===== src/rtl/merlin_timer_pkg.sv =====
// Shared constants for the merlin data-port machine timer.
//   OFS_*      register offsets within the timer window (addr[4:0])
//   CTRL_*     bit positions inside the CTRL register
//   SZ_WORD    treqsize encoding of the only legal access size
//   ofs_mapped returns 1 when an aligned offset hits a real register
package merlin_timer_pkg;

   localparam logic [4:0] OFS_MTIME_LO = 5'h00;
   localparam logic [4:0] OFS_MTIME_HI = 5'h04;
   localparam logic [4:0] OFS_CMP_LO   = 5'h08;
   localparam logic [4:0] OFS_CMP_HI   = 5'h0C;
   localparam logic [4:0] OFS_CTRL     = 5'h10;
   localparam logic [4:0] OFS_PRESCALE = 5'h14;

   localparam int unsigned CTRL_EN = 0;
   localparam int unsigned CTRL_IE = 1;

   localparam logic [1:0] SZ_WORD = 2'b10;

   // 0x18 and 0x1C are the only holes in the 32-byte window.
   function automatic logic ofs_mapped(input logic [4:0] ofs);
      return ofs <= OFS_PRESCALE;
   endfunction

endpackage


===== src/rtl/merlin_timer_counter.sv =====
// Prescaler plus 64-bit mtime counter.
//   clk_i, reset_i   clock and synchronous active-high reset
//   clk_en_i         global clock enable; all state holds when 0
//   en_i             CTRL.EN; freezes both the prescale count and mtime when 0
//   prescale_i       tick period minus one
//   wr_lo_i/wr_hi_i  software write strobes for the two mtime halves (at most one per cycle)
//   wdata_i          write data for the selected half
//   mtime_o          current 64-bit mtime
module merlin_timer_counter #(
   parameter int unsigned C_PRESCALE_W = 16
) (
   input  logic                    clk_i,
   input  logic                    reset_i,
   input  logic                    clk_en_i,
   input  logic                    en_i,
   input  logic [C_PRESCALE_W-1:0] prescale_i,
   input  logic                    wr_lo_i,
   input  logic                    wr_hi_i,
   input  logic [31:0]             wdata_i,
   output logic [63:0]             mtime_o
);

   logic [C_PRESCALE_W-1:0] r_cnt;
   logic [31:0]             r_lo;
   logic [31:0]             r_hi;

   logic                    w_tick;
   logic                    w_carry;
   logic [31:0]             w_lo_inc;
   logic [31:0]             w_lo_d;
   logic [31:0]             w_hi_d;
   logic [C_PRESCALE_W-1:0] w_cnt_d;

   assign w_tick = en_i & (r_cnt == prescale_i);

   always_comb begin
      w_cnt_d = r_cnt;
      if (en_i) begin
         w_cnt_d = w_tick ? '0 : r_cnt + C_PRESCALE_W'(1);
      end
   end

   assign {w_carry, w_lo_inc} = {1'b0, r_lo} + 33'(w_tick);

   // A software write owns its half; a write to LO also swallows the carry into HI.
   always_comb begin
      w_lo_d = wr_lo_i ? wdata_i : w_lo_inc;
      if (wr_hi_i) begin
         w_hi_d = wdata_i;
      end else if (wr_lo_i) begin
         w_hi_d = r_hi;
      end else begin
         w_hi_d = r_hi + 32'(w_carry);
      end
   end

   always_ff @(posedge clk_i) begin
      if (reset_i) begin
         r_cnt <= '0;
         r_lo  <= '0;
         r_hi  <= '0;
      end else if (clk_en_i) begin
         r_cnt <= w_cnt_d;
         r_lo  <= w_lo_d;
         r_hi  <= w_hi_d;
      end
   end

   assign mtime_o = {r_hi, r_lo};

endmodule


===== src/rtl/merlin_dport_timer.sv =====
// Memory-mapped machine timer on the merlin data port.
//   clk_i, reset_i, clk_en_i       clock, synchronous active-high reset, clock enable
//   treq*                          request channel (valid/ready, size, write, addr, data)
//   trsp*                          response channel (valid/ready, rerr, werr, data)
//   irq_timer_o                    registered level interrupt: IE & (mtime >= mtimecmp)
// One-entry response register: a request is accepted whenever the slot is empty or being drained.
module merlin_dport_timer
   import merlin_timer_pkg::*;
#(
   parameter int unsigned C_PRESCALE_W = 16,
   parameter logic [63:0] C_RESET_CMP  = 64'hFFFF_FFFF_FFFF_FFFF
) (
   input  logic        clk_i,
   input  logic        reset_i,
   input  logic        clk_en_i,
   output logic        treqready_o,
   input  logic        treqvalid_i,
   input  logic [1:0]  treqsize_i,
   input  logic        treqwrite_i,
   input  logic [31:0] treqaddr_i,
   input  logic [31:0] treqdata_i,
   input  logic        trspready_i,
   output logic        trspvalid_o,
   output logic        trsprerr_o,
   output logic        trspwerr_o,
   output logic [31:0] trspdata_o,
   output logic        irq_timer_o
);

   logic                    r_rspvalid;
   logic                    r_rerr;
   logic                    r_werr;
   logic [31:0]             r_rdata;
   logic [63:0]             r_cmp;
   logic [1:0]              r_ctrl;
   logic [C_PRESCALE_W-1:0] r_prescale;
   logic [31:0]             r_hi_shadow;
   logic                    r_irq;

   logic [4:0]              w_ofs;
   logic                    w_err;
   logic                    w_accept;
   logic                    w_wr_ok;
   logic                    w_rd_ok;
   logic                    w_wr_lo;
   logic                    w_wr_hi;
   logic [31:0]             w_rdata;
   logic [63:0]             w_mtime;
   logic                    w_unused_addr;

   assign w_ofs         = treqaddr_i[4:0];
   assign w_unused_addr = ^treqaddr_i[31:5];

   assign treqready_o = ~r_rspvalid | trspready_i;
   assign w_accept    = clk_en_i & treqvalid_i & treqready_o;

   assign w_err = (treqsize_i != SZ_WORD) | (treqaddr_i[1:0] != 2'b00) | ~ofs_mapped(w_ofs);

   assign w_wr_ok = w_accept & treqwrite_i & ~w_err;
   assign w_rd_ok = w_accept & ~treqwrite_i & ~w_err;
   assign w_wr_lo = w_wr_ok & (w_ofs == OFS_MTIME_LO);
   assign w_wr_hi = w_wr_ok & (w_ofs == OFS_MTIME_HI);

   merlin_timer_counter #(
      .C_PRESCALE_W (C_PRESCALE_W)
   ) u_counter (
      .clk_i      (clk_i),
      .reset_i    (reset_i),
      .clk_en_i   (clk_en_i),
      .en_i       (r_ctrl[CTRL_EN]),
      .prescale_i (r_prescale),
      .wr_lo_i    (w_wr_lo),
      .wr_hi_i    (w_wr_hi),
      .wdata_i    (treqdata_i),
      .mtime_o    (w_mtime)
   );

   // MTIME_HI returns the value captured by the last MTIME_LO read so LO/HI pairs are coherent.
   always_comb begin
      w_rdata = '0;
      case (w_ofs)
         OFS_MTIME_LO: w_rdata = w_mtime[31:0];
         OFS_MTIME_HI: w_rdata = r_hi_shadow;
         OFS_CMP_LO:   w_rdata = r_cmp[31:0];
         OFS_CMP_HI:   w_rdata = r_cmp[63:32];
         OFS_CTRL:     w_rdata = {30'd0, r_ctrl};
         OFS_PRESCALE: w_rdata = 32'(r_prescale);
         default:      w_rdata = '0;
      endcase
   end

   always_ff @(posedge clk_i) begin
      if (reset_i) begin
         r_rspvalid <= 1'b0;
         r_rerr     <= 1'b0;
         r_werr     <= 1'b0;
         r_rdata    <= '0;
      end else if (clk_en_i) begin
         if (w_accept) begin
            r_rspvalid <= 1'b1;
            r_rerr     <= w_err & ~treqwrite_i;
            r_werr     <= w_err & treqwrite_i;
            r_rdata    <= w_rd_ok ? w_rdata : '0;
         end else if (trspready_i) begin
            r_rspvalid <= 1'b0;
            r_rerr     <= 1'b0;
            r_werr     <= 1'b0;
            r_rdata    <= '0;
         end
      end
   end

   always_ff @(posedge clk_i) begin
      if (reset_i) begin
         r_cmp       <= C_RESET_CMP;
         r_ctrl      <= '0;
         r_prescale  <= '0;
         r_hi_shadow <= '0;
      end else if (clk_en_i) begin
         if (w_wr_ok && w_ofs == OFS_CMP_LO) begin
            r_cmp[31:0] <= treqdata_i;
         end
         if (w_wr_ok && w_ofs == OFS_CMP_HI) begin
            r_cmp[63:32] <= treqdata_i;
         end
         if (w_wr_ok && w_ofs == OFS_CTRL) begin
            r_ctrl <= treqdata_i[1:0];
         end
         if (w_wr_ok && w_ofs == OFS_PRESCALE) begin
            r_prescale <= treqdata_i[C_PRESCALE_W-1:0];
         end
         if (w_rd_ok && w_ofs == OFS_MTIME_LO) begin
            r_hi_shadow <= w_mtime[63:32];
         end
      end
   end

   // Compare uses registered mtime/mtimecmp, so irq lags any change by one cycle.
   always_ff @(posedge clk_i) begin
      if (reset_i) begin
         r_irq <= 1'b0;
      end else if (clk_en_i) begin
         r_irq <= r_ctrl[CTRL_IE] & (w_mtime >= r_cmp);
      end
   end

   assign trspvalid_o = r_rspvalid;
   assign trsprerr_o  = r_rerr;
   assign trspwerr_o  = r_werr;
   assign trspdata_o  = r_rdata;
   assign irq_timer_o = r_irq;

endmodule

===== config.mk =====
export PLATFORM = sky130hd
export DESIGN_NAME = merlin_dport_timer
export DESIGN_NICKNAME = d
export VERILOG_FILES = /design/src/rtl/merlin_timer_pkg.sv /design/src/rtl/merlin_timer_counter.sv /design/src/rtl/merlin_dport_timer.sv
export SDC_FILE = /design/constraint.sdc
export NUM_CORES = 1
export LEC_CHECK = 0
export BUFFER_PORTS_ARGS = -buffer_cell sky130_fd_sc_hd__buf_2
export CAP_MARGIN = 10
export CORE_MARGIN = 4
export CORE_UTILIZATION = 61
export CTS_BUF_LIST = sky130_fd_sc_hd__clkbuf_4 sky130_fd_sc_hd__clkbuf_8 sky130_fd_sc_hd__clkbuf_16
export DETAILED_ROUTE_END_ITERATION = 8
export HOLD_SLACK_MARGIN = 0.12
export PLACE_DENSITY = 0.8
export SLEW_MARGIN = 20
export SYNTH_ARGS = -nofsm -noshare
export SYNTH_HDL_FRONTEND = slang
export SYNTH_SLANG_ARGS = --single-unit

===== constraint.sdc =====
create_clock -name clk_i -period 6.4 [get_ports clk_i]
set_clock_uncertainty 0.05 [all_clocks]
set_input_delay 0.32 -clock clk_i [delete_from_list [all_inputs] [get_ports clk_i]]
set_output_delay 0.32 -clock clk_i [all_outputs]
set_load 0.02 [all_outputs]

==> metrics <==
# clock sinks=230; final instance area=14,300 um2; via count=12.4k; CTS root buffer=clkbuf_16; worst-path maximum fanout=7; r2r setup slk=0.66 ns; IO buf count=81; PwrDens=216 nW/um2; Critical Path Source=u_counter.r_cnt[4]; CTS tree=yes; final net count=1,772; crit path DAT=6.17 ns; total gr overflow=0; Die X=153 um; fmax=174 MHz; critical path type=reg -> reg; Worst R2R End=u_counter.r_hi[24]; Slew headroom=25.6%; switching share of power=22.9%; CTS Buf Count=25; FF-to-FF Start=u_counter.r_cnt[4]; placed instance area=13,100 um2; first-pass GRT wire length=62.0 mm; DRC=0; CP Capture Point=u_counter.r_hi[24]; clk buf depth=3; Total Routing Usage GR=31.8%; distinct cell type count after synthesis=67; MaxCap Viol Count=0; Min-Delay Path Class=in -> reg; Die Area=23,300 um2; crit path launch type=register; Final ANT Viol Nets=0; Seq/Total Area, Yosys=36.1%; Synth-to-Final Area Change=12.6%; Cells after Synth=1,582; cell taking the most area after synthesis=dfxtp_1; CP endpoint kind=register; Initial Util=62.6%; power share of the combinational group=4.9%; CTS Hold Bufs=34; average wire per cell in the routed design=20.2 um; std cell rows=52; DRT iter0 DRCs=1,516; share of cells above drive strength 1=10.1%; H-tree level count=1; Post-synth EDFFs=0; fin crit period=5.74 ns; Psw=0.710 mW; syn avg cell area=8.05 um2; Detailed Place HPWL=25.5 mm; post-cts resize count=0; post-synthesis register bit count=230; unrepaired setup endpoints after global routing=no; mapped cell area=12,700 um2; DR pass1 iterations=7; Via-to-Cell Ratio=6.49; Synth area leaders=dfxtp_1 (36%), ha_1 (6.8%), nand2_1 (6.0%), mux2i_1 (5.4%), nor2_1 (4.7%); n_diodes=0; Top FF cell, synth=dfxtp_1; Skew-Pair Late Insertion Delay=0.53 ns; most frequent cells in the layout=dfxtp_1 (230), nand2_1 (205), nor2_1 (160); Clk network pwr share=48.8%; Slew @ Worst Pin=1.12 ns; Ys Warns=0; most common cell after layout, fill and taps aside=dfxtp_1; FF-to-FF path depth=19; IO Count=109; Critical Path RT=6.83 ns; GPL Wtd Cong=0.939; static leakage=6.24 nW; ratio of final minimum period to clock period=89.7%; Internal=2.39 mW; status=finished, final reports clean; Die Ht=153 um; largest net degree at the start of global routing=77; final wirelength=38.8 mm; fill count=1,607; syn_nets=1,723; endpoints failing setup=0; ys async rst share=0%; Yosys top cell area share=36.1%; Post-CTS Setup Inserts=0; Core ar.=20,400 um2; Max Slew Vio Count=0; vias in the first global route=11.7k; initial antenna violation count=0; worst vdd ir=0.200 mV; Final Hold Fails=0; clock transition at the registers of the reported paths=0.07 ns; Hold Crit Start=reset_i; part of the power in registers=46.3%; overall power=3.10 mW; setup TNS=0 ns
[final cells by class]
type	instances	area [um2]	area share (%)
multi-input cells	1168	7400	51.6
well taps	270	338	2.36
flip-flops and latches	230	4600	32.1
clock inverters	10	129	0.898
repair buffers	130	865	6.03
clock buffers	34	724	5.05
inverters	76	285	1.99
[registers in the layout, summed over array words and instances (netlist names), 2 cells and up]
signal and flops:
u_counter.r_lo 32, r_ctrl 2, u_counter.r_hi 32, r_prescale 16, r_cmp 64, u_counter.r_cnt 16, r_hi_shadow 32, trspdata_o 32
[critical path, stage by stage (launching register included)]
cell and delay (ns):
dfxtp_1 0.44, xor2_1 0.12, nor4_1 0.32, nand4_1 0.12, nor4_1 0.63, ha_1 0.32
ha_1 0.19, nand3_1 0.22, nor2_1 0.29, nand4_1 0.36, nor2_1 0.28, and3_1 0.20
ha_1 0.16, ha_1 0.18, nand3_1 0.24, nor4_4 0.48, nand2_1 0.27, or4b_1 0.52
a21oi_1 0.16, a31o_2 0.12
[how the worst min path moves through the flow]
stage	to	cells after the start
2_1_floorplan	r_hi_shadow[0]	2
3_3_place_gp	r_hi_shadow[28]	2
3_5_place_dp	trspdata_o[0]	2
4_1_cts	trsprerr_o	4
5_1_grt	trsprerr_o	4
6_report	trspdata_o[12]	2
[power groups by stage]
stage / sequential [mW] / clock, mW / combinational (mW)
after detailed placement: 1.47 / 0 / 0.131
after CTS: 1.44 / 1.52 / 0.147
after global routing: 1.44 / 1.57 / 0.159
after floorplan: 1.47 / 0 / 0.0735
after global placement: 1.47 / 0 / 0.130
final: 1.44 / 1.51 / 0.153
[synth_stat cells (38+ instances only)]
library cell,instances
dfxtp_1,230
a22oi_1,54
clkbuf_1,67
a21oi_1,118
ha_1,69
nor2_1,160
nand4_1,38
inv_1,75
nand2_1,205
mux2i_1,69
o21ai_0,87
nand3_1,41
a211o_1,46
[metrics by stage]
step | util, % | hold slack [ns] | std cells | setup slack (ns)
detailed placement | 64.5 | 0.395 | 1840 | 0.820
floorplan | - | 0.386 | 1582 | 1.96
finish | 70.4 | 0.131 | 1918 | 0.657
global placement | 64.5 | 0.392 | 1840 | 0.985
CTS | 70.4 | 0.125 | 1918 | 0.807
global route | 70.4 | 0.153 | 1918 | 0.356
[per-layer routing]
layer	vias to the layer above	share of wire (%)	track usage (%)
met1	5912	41	43.8
li1	5774	-	-
met5	-	0	0
met4	0	3.2	10.9
met2	659	47	51.7
met3	103	9.0	4.20
[logic make-up after synthesis]
logic type | after synthesis | share of synthesized area [%]
compound gates | 415 | 21.3
xor+xnor | 31 | 2.13
fa+ha+maj | 69 | 6.78
buf+inv | 184 | 6.04
flops | 230 | 36.1
mux | 71 | 5.60
simple gates | 582 | 22.0
No activity file was read; power rests on OpenSTA's default activity.
